==> config.mk <==
export PLATFORM = sky130hd
export DESIGN_NAME = page_nav_ctrl
export DESIGN_NICKNAME = d
export VERILOG_FILES = /design/src/rtl/page_nav_ctrl_pkg.sv /design/src/rtl/page_nav_ctrl_key_sync_edge.sv /design/src/rtl/page_nav_ctrl.sv
export SDC_FILE = /design/constraint.sdc
export NUM_CORES = 1
export LEC_CHECK = 0
export ABC_AREA = 1
export ABC_CLOCK_PERIOD_IN_PS = 2500
export CAP_MARGIN = 10
export CORE_UTILIZATION = 56
export CTS_CLUSTER_SIZE = 28
export DETAILED_ROUTE_END_ITERATION = 10
export PLACE_DENSITY = 0.78
export REMOVE_ABC_BUFFERS = 1
export SYNTH_ARGS = -nofsm -noshare
export SYNTH_HDL_FRONTEND = slang
export SYNTH_SLANG_ARGS = --single-unit
==> constraint.sdc <==
create_clock -name clk -period 2.5 [get_ports clk]
set_input_delay 0.25 -clock clk [delete_from_list [all_inputs] [get_ports clk]]
set_output_delay 0.25 -clock clk [all_outputs]
set_load 0.03 [all_outputs]
==> src/rtl/page_nav_ctrl_pkg.sv <==
// Shared page and key encodings for the PS2-driven page navigation path.
// The top-level pixel mux and page renderers decode pages with the same constants.
package page_nav_ctrl_pkg;

    typedef enum logic [1:0] {
        PAGE_MAIN   = 2'd0,
        PAGE_HELP   = 2'd1,
        PAGE_CONFIG = 2'd2,
        PAGE_GAME   = 2'd3
    } page_t;

    localparam int NUM_KEYS  = 5;
    localparam int KEY_UP    = 0;
    localparam int KEY_LEFT  = 1;
    localparam int KEY_RIGHT = 2;
    localparam int KEY_DOWN  = 3;
    localparam int KEY_SPACE = 4;

    // Lowest set bit wins, so a lower key index means a higher priority.
    function automatic logic [NUM_KEYS-1:0] prio_pick(input logic [NUM_KEYS-1:0] ev);
        return ev & (~ev + NUM_KEYS'(1));
    endfunction

endpackage

==> src/rtl/page_nav_ctrl_key_sync_edge.sv <==
// Two-flop key synchroniser plus sample register; produces rising edges per sample
// and the synchronised left/right levels needed for auto-repeat.
module key_sync_edge
    import page_nav_ctrl_pkg::*;
(
    input  logic                clk,
    input  logic                rst,
    input  logic                sample_en,
    input  logic [NUM_KEYS-1:0] keys,
    output logic [NUM_KEYS-1:0] rise,
    output logic [1:0]          held_lr
);

    logic [NUM_KEYS-1:0] sync_s1;
    logic [NUM_KEYS-1:0] ks;
    logic [NUM_KEYS-1:0] kp;

    always_ff @(posedge clk or negedge rst) begin
        if (!rst) begin
            sync_s1 <= '0;
            ks      <= '0;
            kp      <= '0;
        end else begin
            sync_s1 <= keys;
            ks      <= sync_s1;
            if (sample_en)
                kp <= ks;
        end
    end

    assign rise    = ks & ~kp;
    assign held_lr = {ks[KEY_RIGHT], ks[KEY_LEFT]};

endmodule

==> src/rtl/page_nav_ctrl.sv <==
// Page-select FSM, saturating display count and left/right auto-repeat driven by
// sampled PS2 key edges; all outputs are registered.
module page_nav_ctrl
    import page_nav_ctrl_pkg::*;
#(
    parameter int NUM_MIN      = 2,
    parameter int NUM_MAX      = 5,
    parameter int NUM_INIT     = 2,
    parameter int REPEAT_DELAY = 32,
    parameter int REPEAT_RATE  = 8,
    parameter int CNT_W        = 8
) (
    input  logic       clk,
    input  logic       rst,
    input  logic       sample_en,
    input  logic [4:0] keys,
    output logic [1:0] page,
    output logic [2:0] disp_num,
    output logic       page_changed,
    output logic       num_changed,
    output logic       game_start
);

    logic [NUM_KEYS-1:0] rise;
    logic [1:0]          held_lr;

    key_sync_edge u_key_sync_edge (
        .clk       (clk),
        .rst       (rst),
        .sample_en (sample_en),
        .keys      (keys),
        .rise      (rise),
        .held_lr   (held_lr)
    );

    page_t             page_q, page_nxt;
    logic [2:0]        num_q, num_nxt;
    logic [CNT_W-1:0]  cnt_q, cnt_nxt, cnt_inc;
    logic              armed_q, armed_nxt;
    logic              start_nxt;
    logic              single_l, single_r, rep_ok, rep_fire;
    logic [NUM_KEYS-1:0] rep_vec, ev, act;

    always_ff @(posedge clk or negedge rst) begin
        if (!rst) begin
            page_q       <= PAGE_MAIN;
            num_q        <= 3'(NUM_INIT);
            cnt_q        <= '0;
            armed_q      <= 1'b0;
            page_changed <= 1'b0;
            num_changed  <= 1'b0;
            game_start   <= 1'b0;
        end else begin
            page_q       <= page_nxt;
            num_q        <= num_nxt;
            cnt_q        <= cnt_nxt;
            armed_q      <= armed_nxt;
            page_changed <= (page_nxt != page_q);
            num_changed  <= (num_nxt != num_q);
            game_start   <= start_nxt;
        end
    end

    always_comb begin
        single_l  = held_lr[0] & ~held_lr[1];
        single_r  = held_lr[1] & ~held_lr[0];
        // A fresh left/right press restarts the hold; an up edge cancels it.
        rep_ok    = (page_q == PAGE_CONFIG) && (single_l || single_r) &&
                    !rise[KEY_UP] && !rise[KEY_LEFT] && !rise[KEY_RIGHT];
        cnt_inc   = cnt_q + CNT_W'(1);
        rep_fire  = rep_ok && (cnt_inc == (armed_q ? CNT_W'(REPEAT_RATE) : CNT_W'(REPEAT_DELAY)));
        rep_vec   = '0;
        rep_vec[single_l ? KEY_LEFT : KEY_RIGHT] = rep_fire;
        ev        = rise | rep_vec;
        act       = sample_en ? prio_pick(ev) : '0;

        page_nxt  = page_q;
        num_nxt   = num_q;
        start_nxt = 1'b0;
        case (page_q)
            PAGE_MAIN: begin
                if (act[KEY_UP])
                    page_nxt = PAGE_CONFIG;
                else if (act[KEY_DOWN])
                    page_nxt = PAGE_HELP;
            end
            PAGE_HELP: begin
                if (act[KEY_DOWN])
                    page_nxt = PAGE_MAIN;
            end
            PAGE_CONFIG: begin
                if (act[KEY_DOWN]) begin
                    page_nxt = PAGE_MAIN;
                end else if (act[KEY_SPACE]) begin
                    page_nxt  = PAGE_GAME;
                    start_nxt = 1'b1;
                end else if (act[KEY_LEFT] && (num_q > 3'(NUM_MIN))) begin
                    num_nxt = num_q - 3'd1;
                end else if (act[KEY_RIGHT] && (num_q < 3'(NUM_MAX))) begin
                    num_nxt = num_q + 3'd1;
                end
            end
            PAGE_GAME: begin
                if (act[KEY_DOWN])
                    page_nxt = PAGE_MAIN;
            end
            default: page_nxt = PAGE_MAIN;
        endcase

        cnt_nxt   = cnt_q;
        armed_nxt = armed_q;
        if (sample_en) begin
            if (rep_ok && (page_nxt == PAGE_CONFIG)) begin
                cnt_nxt   = rep_fire ? '0 : cnt_inc;
                armed_nxt = armed_q | rep_fire;
            end else begin
                cnt_nxt   = '0;
                armed_nxt = 1'b0;
            end
        end
    end

    assign page     = page_q;
    assign disp_num = num_q;

endmodule
### After elaboration in Yosys (flattened, before gate mapping)

Cells that the tools add are included.

* flip-flop bits (word level): 32
* output and inout port bits: 8
* memory bits (read-only): 0
* memories: 0
* RAM bits: 0
* logic and storage cells: 73
* latch bits: 0
* bits of input ports: 8

* reductions and logical operators: 15
* shifts and indexed selects: 0
* equality and inequality tests: 7
* multipliers: 0
* add/subtract/negate cells: 4
* $lt $le $gt $ge: 4
* divide/modulo/power cells: 0
* bitwise logic cells: 11
* mux-type cells: 22

Operators with widths (count)
* 2-to-1 mux 8 bit: 2
* AND 5 bit: 3
* 2-to-1 mux 3 bit: 5
* 2-to-1 mux 2 bit: 6
* inverter 5 bit: 2
* logical AND 1 bit: 9
* adder 8 x 1 -> 8 bit (second input constant): 1
* == test 8 x 6 -> 1 bit: 1
* == test 2 bit (second input constant): 3
* 2-to-1 mux 6 bit: 1
* case mux 2 bit (3 select lines): 1
* adder 5 x 1 -> 5 bit (second input constant): 1
* 2-to-1 mux 1 bit: 5
* 2-to-1 mux 5 bit: 1
* OR 5 bit: 1
* < comparator 2 x 4 -> 1 bit (second input constant): 1
* adder 3 x 1 -> 3 bit (second input constant): 1
* demux 1 bit (select 3 bit): 1
* > comparator 3 x 2 -> 1 bit (second input constant): 1
* zero test 1 bit: 3
* < comparator 3 bit (second input constant): 1
* inequality test 3 bit: 1
* subtractor 3 x 1 -> 3 bit (second input constant): 1
* AND 1 bit: 2
* 8 further kinds: 9

### Logic depth before layout (Yosys ltp)

* depth after elaboration: 21
* depth in mapped cells: 19
* depth with buffers taken out: 19

### Cells and area by module

Synthesis repeated with hierarchy kept, for this count alone.

* cells, all modules: 222
* area, all modules: 1816.7 µm²

Modules (own cells, without submodules)
* page_nav_ctrl: cells each 179, sequential area each 426.7 µm², area an instance 1328.8 µm², instances 1
* key_sync_edge: cells each 43, sequential area each 375.4 µm², area an instance 488.0 µm², instances 1

### Least setup slack after synthesis

No wires, ideal clock.

* kind: reg2reg
* from: register cnt_q[0]
* to: register cnt_q[6]
* buffers on the path: 0
* library setup time: 0.121 ns
* data arrival time: 1.897 ns
* stages on the path, launching flop included: 20
* period minus slack after synthesis: 2.019 ns
* data required time: 2.379 ns
* path slack: 0.481 ns
* cells stage by stage: dfrtp_1 ha_1 nand2_1 clkinv_1 nand2_1 nand2_1 nand2_1 nor2_2 nand2_2 nor2_4 nand3b_1 nand2_2 nor2_4 nand2_4 nand2_2 nand2_2 nand2_4 nor2_8 nor2_2 nor2_1

* cells in the longest elaborated chain, start to end: 15
* elaborated cells on any way between the ends: 19
* classes of those cells: 2 x add/sub; 2 x eq/ne; 9 x mux; 4 x bitwise; 2 x reduce/logical

Ends and longest elaborated chain
* start: declaration: line page_nav_ctrl.sv:38 `logic [CNT_W-1:0] cnt_q, cnt_nxt, cnt_inc;`
* start signal: assignment: line page_nav_ctrl.sv:56 `cnt_q <= cnt_nxt;`
* adder 8 x 1 -> 8 bit (*): line page_nav_ctrl.sv:70 `cnt_inc = cnt_q + CNT_W'(1);`
* == test 8 x 6 -> 1 bit (*): line page_nav_ctrl.sv:71 `rep_fire = rep_ok && (cnt_inc == (armed_q ? CNT_W'(REPEAT_RATE) : CNT_W'(REPEAT_DELAY)));`
* logical AND 1 bit (*): line page_nav_ctrl.sv:71
* AND 5 bit (no line) (*)
* OR 5 bit (*): line page_nav_ctrl.sv:74 `ev = rise | rep_vec;`
* inverter 5 bit: line page_nav_ctrl_pkg.sv:21 `return ev & (~ev + NUM_KEYS'(1));`
* adder 5 x 1 -> 5 bit: line page_nav_ctrl_pkg.sv:21
* AND 5 bit (*): line page_nav_ctrl_pkg.sv:21
* 2-to-1 mux 5 bit (*): line page_nav_ctrl.sv:75 `act = sample_en ? prio_pick(ev) : '0;`
* 2-to-1 mux 2 bit, on equally long branches: line page_nav_ctrl.sv:94, page_nav_ctrl.sv:84
* 2-to-1 mux 2 bit, on equally long branches: line page_nav_ctrl.sv:92, page_nav_ctrl.sv:82
* case mux 2 bit (3 select lines) (*): line page_nav_ctrl.sv:80 `case (page_q)`
* net page_nxt[1]: line page_nav_ctrl.sv:36 `page_t page_q, page_nxt;`
* == test 2 bit (*): line page_nav_ctrl.sv:113 `if (rep_ok && (page_nxt == PAGE_CONFIG)) begin`
* logical AND 1 bit (*): line page_nav_ctrl.sv:113
* 2-to-1 mux 8 bit (*): line page_nav_ctrl.sv:113

The timed path passes the listed nets; every way through them passes the cells marked *.
A chain may end at the register's enable or synchronous reset.

### Worst setup path after layout

* from: register cnt_q[0]
* to: register cnt_q[2]

The elaborated chain is that of the path after synthesis.

==> metrics.md <==
| Metric | Value |
|---|---|
| Number of global-route vias before repair | `~1,300` |
| CTS H-tree lvls | `2` |
| DP Wirelength | `~2.4 mm` |
| CP cell instances | `ha_1 > nand2_1 > clkinv_1 > nand2_1 > nand2_1 > nand2_1 > nor2_2 > nand2_2 > nor2_4 > nand3b_1 > nand2_2 > nor2_4 > nand2_4 > nand2_4 > nand3_4 > nor2_8 > nand2_1 > nand2_1` |
| Worst-path clk slew | `0.10 ns` |
| Skew final | `0.007219 ns` |
| Failing checks | `DRC` |
| Setup Fix Bufs, Post-CTS | `0` |
| Part of the cycle the worst path needs | `approximately 90%` |
| Outcome | `finished, violations left` |
| Site row count | `19` |
| M1 GR Usage | `between 20% and 30%` |
| Total negative setup slack | `0 ns` |
| Slowest stage cell on the critical path | `dfrtp_1` |
| Hold_buf cts | `0` |
| Worst EP required | `2.78 ns` |
| Vias per inst | `about 5.3` |
| Crit path largest cell delay | `0.43 ns` |
| Relative slew slack | `roughly 73%` |
| Antenna Cells | `0` |
| Max_cap viols | `0` |
| Deepest clock path buffer count | `2` |
| Register Area | `802.0 um^2` |
| Crit end category | `flip-flop` |
| TritonRoute pass-1 iters | `7` |
| GR Util All Layers | `22.60%` |
| PostCTS Resize Cnt | `0` |
| Delay-heaviest family, CP | `simple AND/OR/NAND/NOR gates` |
| Yosys warning total | `0` |
| Total grt overflow | `0` |
| Final Net Count | `243` |
| Synthesized area | `between 0.0015 and 0.002 mm^2` |
| 1st-iter DRT viols | `74` |
| Netlist cell types | `28` |
| CTS tree | `yes` |
| Arrival @ worst endpoint | `between 2 and 3 ns` |
| Worst-Margin Slew | `around 0.40 ns` |
| Non-Filler Instances | `~260` |
| DIE WIDTH | `57.15 um` |
| Seq cells post-synth | `32` |
| Most used cell, CP | `nand2_1` |
| GR Layer Usage met2 | `about 37%` |
| Routed Wire Length | `3.166 mm` |
| Layout cells sized above 1 | `~16%` |
| Leakage dissipation | `0.001004 uW` |
| Pwr Density | `roughly 750 mW/mm^2` |
| Setup-failing EPs final | `0` |
| Ports | `16` |
| Met3 global-route usage | `6.576%` |
| Cells after DPL | `~250` |
| Power Total | `around 1500 uW` |
| WS Path Type | `reg -> reg` |
| Buffers plus inverters on the worst setup path | `1` |
| Unrepaired setup endpoints after global routing | `no` |
| Pins Over Slew Limit | `0` |
| Busiest grt layer | `met2` |
| Footprint of the multi-input gates | `795.8 um^2` |
| Skew-Pair Late Insertion Delay | `0.34 ns` |
| Total clock buffers created by CTS | `5` |
| Core area | `0.002829 mm^2` |
| Initial antenna violation count | `0` |
| RePlAce Congestion | `roughly 0.85` |
| Antenna-violating nets left | `0` |
| Reg2reg setup slack | `0.22 ns` |
| Minimum clock period | `2.278 ns` |
| First-pass GRT wire length | `5.464 mm` |
| Die area | `between 0.003 and 0.004 mm^2` |
| Count of final hold-check violations | `0` |
| Via count | `1,379` |
| Count of buffers from port buffering | `15` |
| Worst-case vdd ir drop | `between 500 and 600 uV` |
| Sequential area share after synthesis | `47.10%` |
| Syn_area_per_cell | `8.266 um^2` |
| Synth Instances | `around 200` |
| CP max FO | `8` |
| Clock tree sinks | `32` |
| Pin count of the biggest net entering global routing | `33` |
| Layout fillers | `235` |
| Initial Utilization | `between 60% and 70%` |
| Clock Root Buffer | `clkbuf_4` |
| Fmax | `438.9 MHz` |
| Worst Hold Class | `in -> async` |
| Drt drc | `4` |
| Die Ht | `about 57 um` |
| Startpoint types | `flip-flop` |
| Avg WL per Cell | `approximately 12 um` |
| Synthesis-to-finish area growth | `16.31%` |
[power breakdown]
part	leakage [uW]	switching [uW]	internal [uW]
clock	0.0000305	185	136
sequential	0.000401	68.7	580
combinational	0.000573	312	202
[placed cells by master (no fill, tap or decap), types with 2 or more instances in the layout]
master            n
ha_1              5
nand3_1           9
clkdlybuf4s50_1  15
nand3_4           2
o21ai_1           3
xnor2_1           3
nor2_2            3
a21oi_1           2
clkinvlp_4        2
nor3_1            3
nor2_1           24
nor2_4            2
o21ai_0           8
buf_4             4
nand3b_1          2
nand2_1          61
nand2_2           6
inv_1            22
clkbuf_4          5
nand2_4           3
clkinv_1          3
dfrtp_1          31
nand3_2           4
[path summary, 6_finish.rpt]
| kind | cells past startpoint | end | start |
|---|---|---|---|
| setup / recovery | 18 | cnt_q[2]$_DFFE_PN0P_ | cnt_q[0]$_DFFE_PN0P_ |
| min in group clk | 1 | u_key_sync_edge.sync_s1[2]$_DFF_PN0_ | keys[2] |
| max in group asynchronous | 2 | disp_num[1]$_DFF_PN1_ | rst |
| hold / removal | 2 | cnt_q[5]$_DFFE_PN0P_ | rst |
| hold reg to reg | 0 | u_key_sync_edge.ks[4]$_DFF_PN0_ | u_key_sync_edge.sync_s1[4]$_DFF_PN0_ |
| setup reg to reg | 18 | cnt_q[2]$_DFFE_PN0P_ | cnt_q[0]$_DFFE_PN0P_ |
[worst reg2reg max path, stage by stage (launching register included)]
cell and delay (ns):
dfrtp_1 0.43, ha_1 0.24, nand2_1 0.10, clkinv_1 0.10
nand2_1 0.09, nand2_1 0.07, nand2_1 0.09, nor2_2 0.05
nand2_2 0.07, nor2_4 0.04, nand3b_1 0.09, nand2_2 0.08
nor2_4 0.17, nand2_4 0.10, nand2_4 0.08, nand3_4 0.09
nor2_8 0.18, nand2_1 0.08, nand2_1 0.07
[metal layers]
layer	part of all wire [%]	vias up
li1	-	691
met5	0	-
met3	3.9	6
met1	46	659
met2	48	23
met4	1.9	0
[Yosys cell counts, drive strengths merged]
cell	instances	share of area [%]
nand2	70	18
dfrtp	31	46
nor2	30	8.9
inv	23	5.1
nand3	15	7.1
o21ai	11	3.2
ha	5	3.7
nor3	4	1.5
clkinv	3	0.66
xnor2	3	1.5
a21oi	2	0.59
clkbuf	2	0.44
nand3b	2	0.88
a31oi	1	0.37
and3	1	0.37
dfstp	1	1.5
o2111ai	1	0.51
o311ai	1	0.51
[through the flow]
stage	setup slack, ns	util [%]	hold slack, ns	cell area (um^2)
finish	0.2218	70.01	0.2841	1981
global route	0.01773	70.01	0.3288	1981
detailed placement	0.2451	67.67	0.3372	1914
CTS	0.2240	70.01	0.2953	1981
floorplan	0.4772	-	-0.04559	1695
global placement	0.3605	67.67	0.3362	1914
[registers in the layout, summed over array words and instances (netlist names)]
signal / count
armed_q: 1
cnt_q: 8
disp_num: 3
game_start: 1
num_changed: 1
page: 2
page_changed: 1
u_key_sync_edge.kp: 5
u_key_sync_edge.ks: 5
u_key_sync_edge.sync_s1: 5
[cells by family (layout without fill, tap and decap cells)]
group                      Yosys count  count (layout)  synth area share [%]
and+or+nand+nor                    122             122                 36.30
DFF                                 32              32                 47.10
buffers and inverters               28              53                 6.172
AOI/OAI and AO/OA                   16              16                 5.217
adders and majority gates            5               5                 3.674
xor gates and xnor gates             3               3                 1.543
[area by class of cell]
type	instances	area share, %
Sequential cell	32	40.49
Multi-Input combinational cell	146	40.18
Timing Repair Buffer	19	9.097
Inverter	26	4.927
Clock buffer	6	2.590
Tap cell	31	1.958
Clock inverter	2	0.7581
Power figures use the tool's default switching activity.
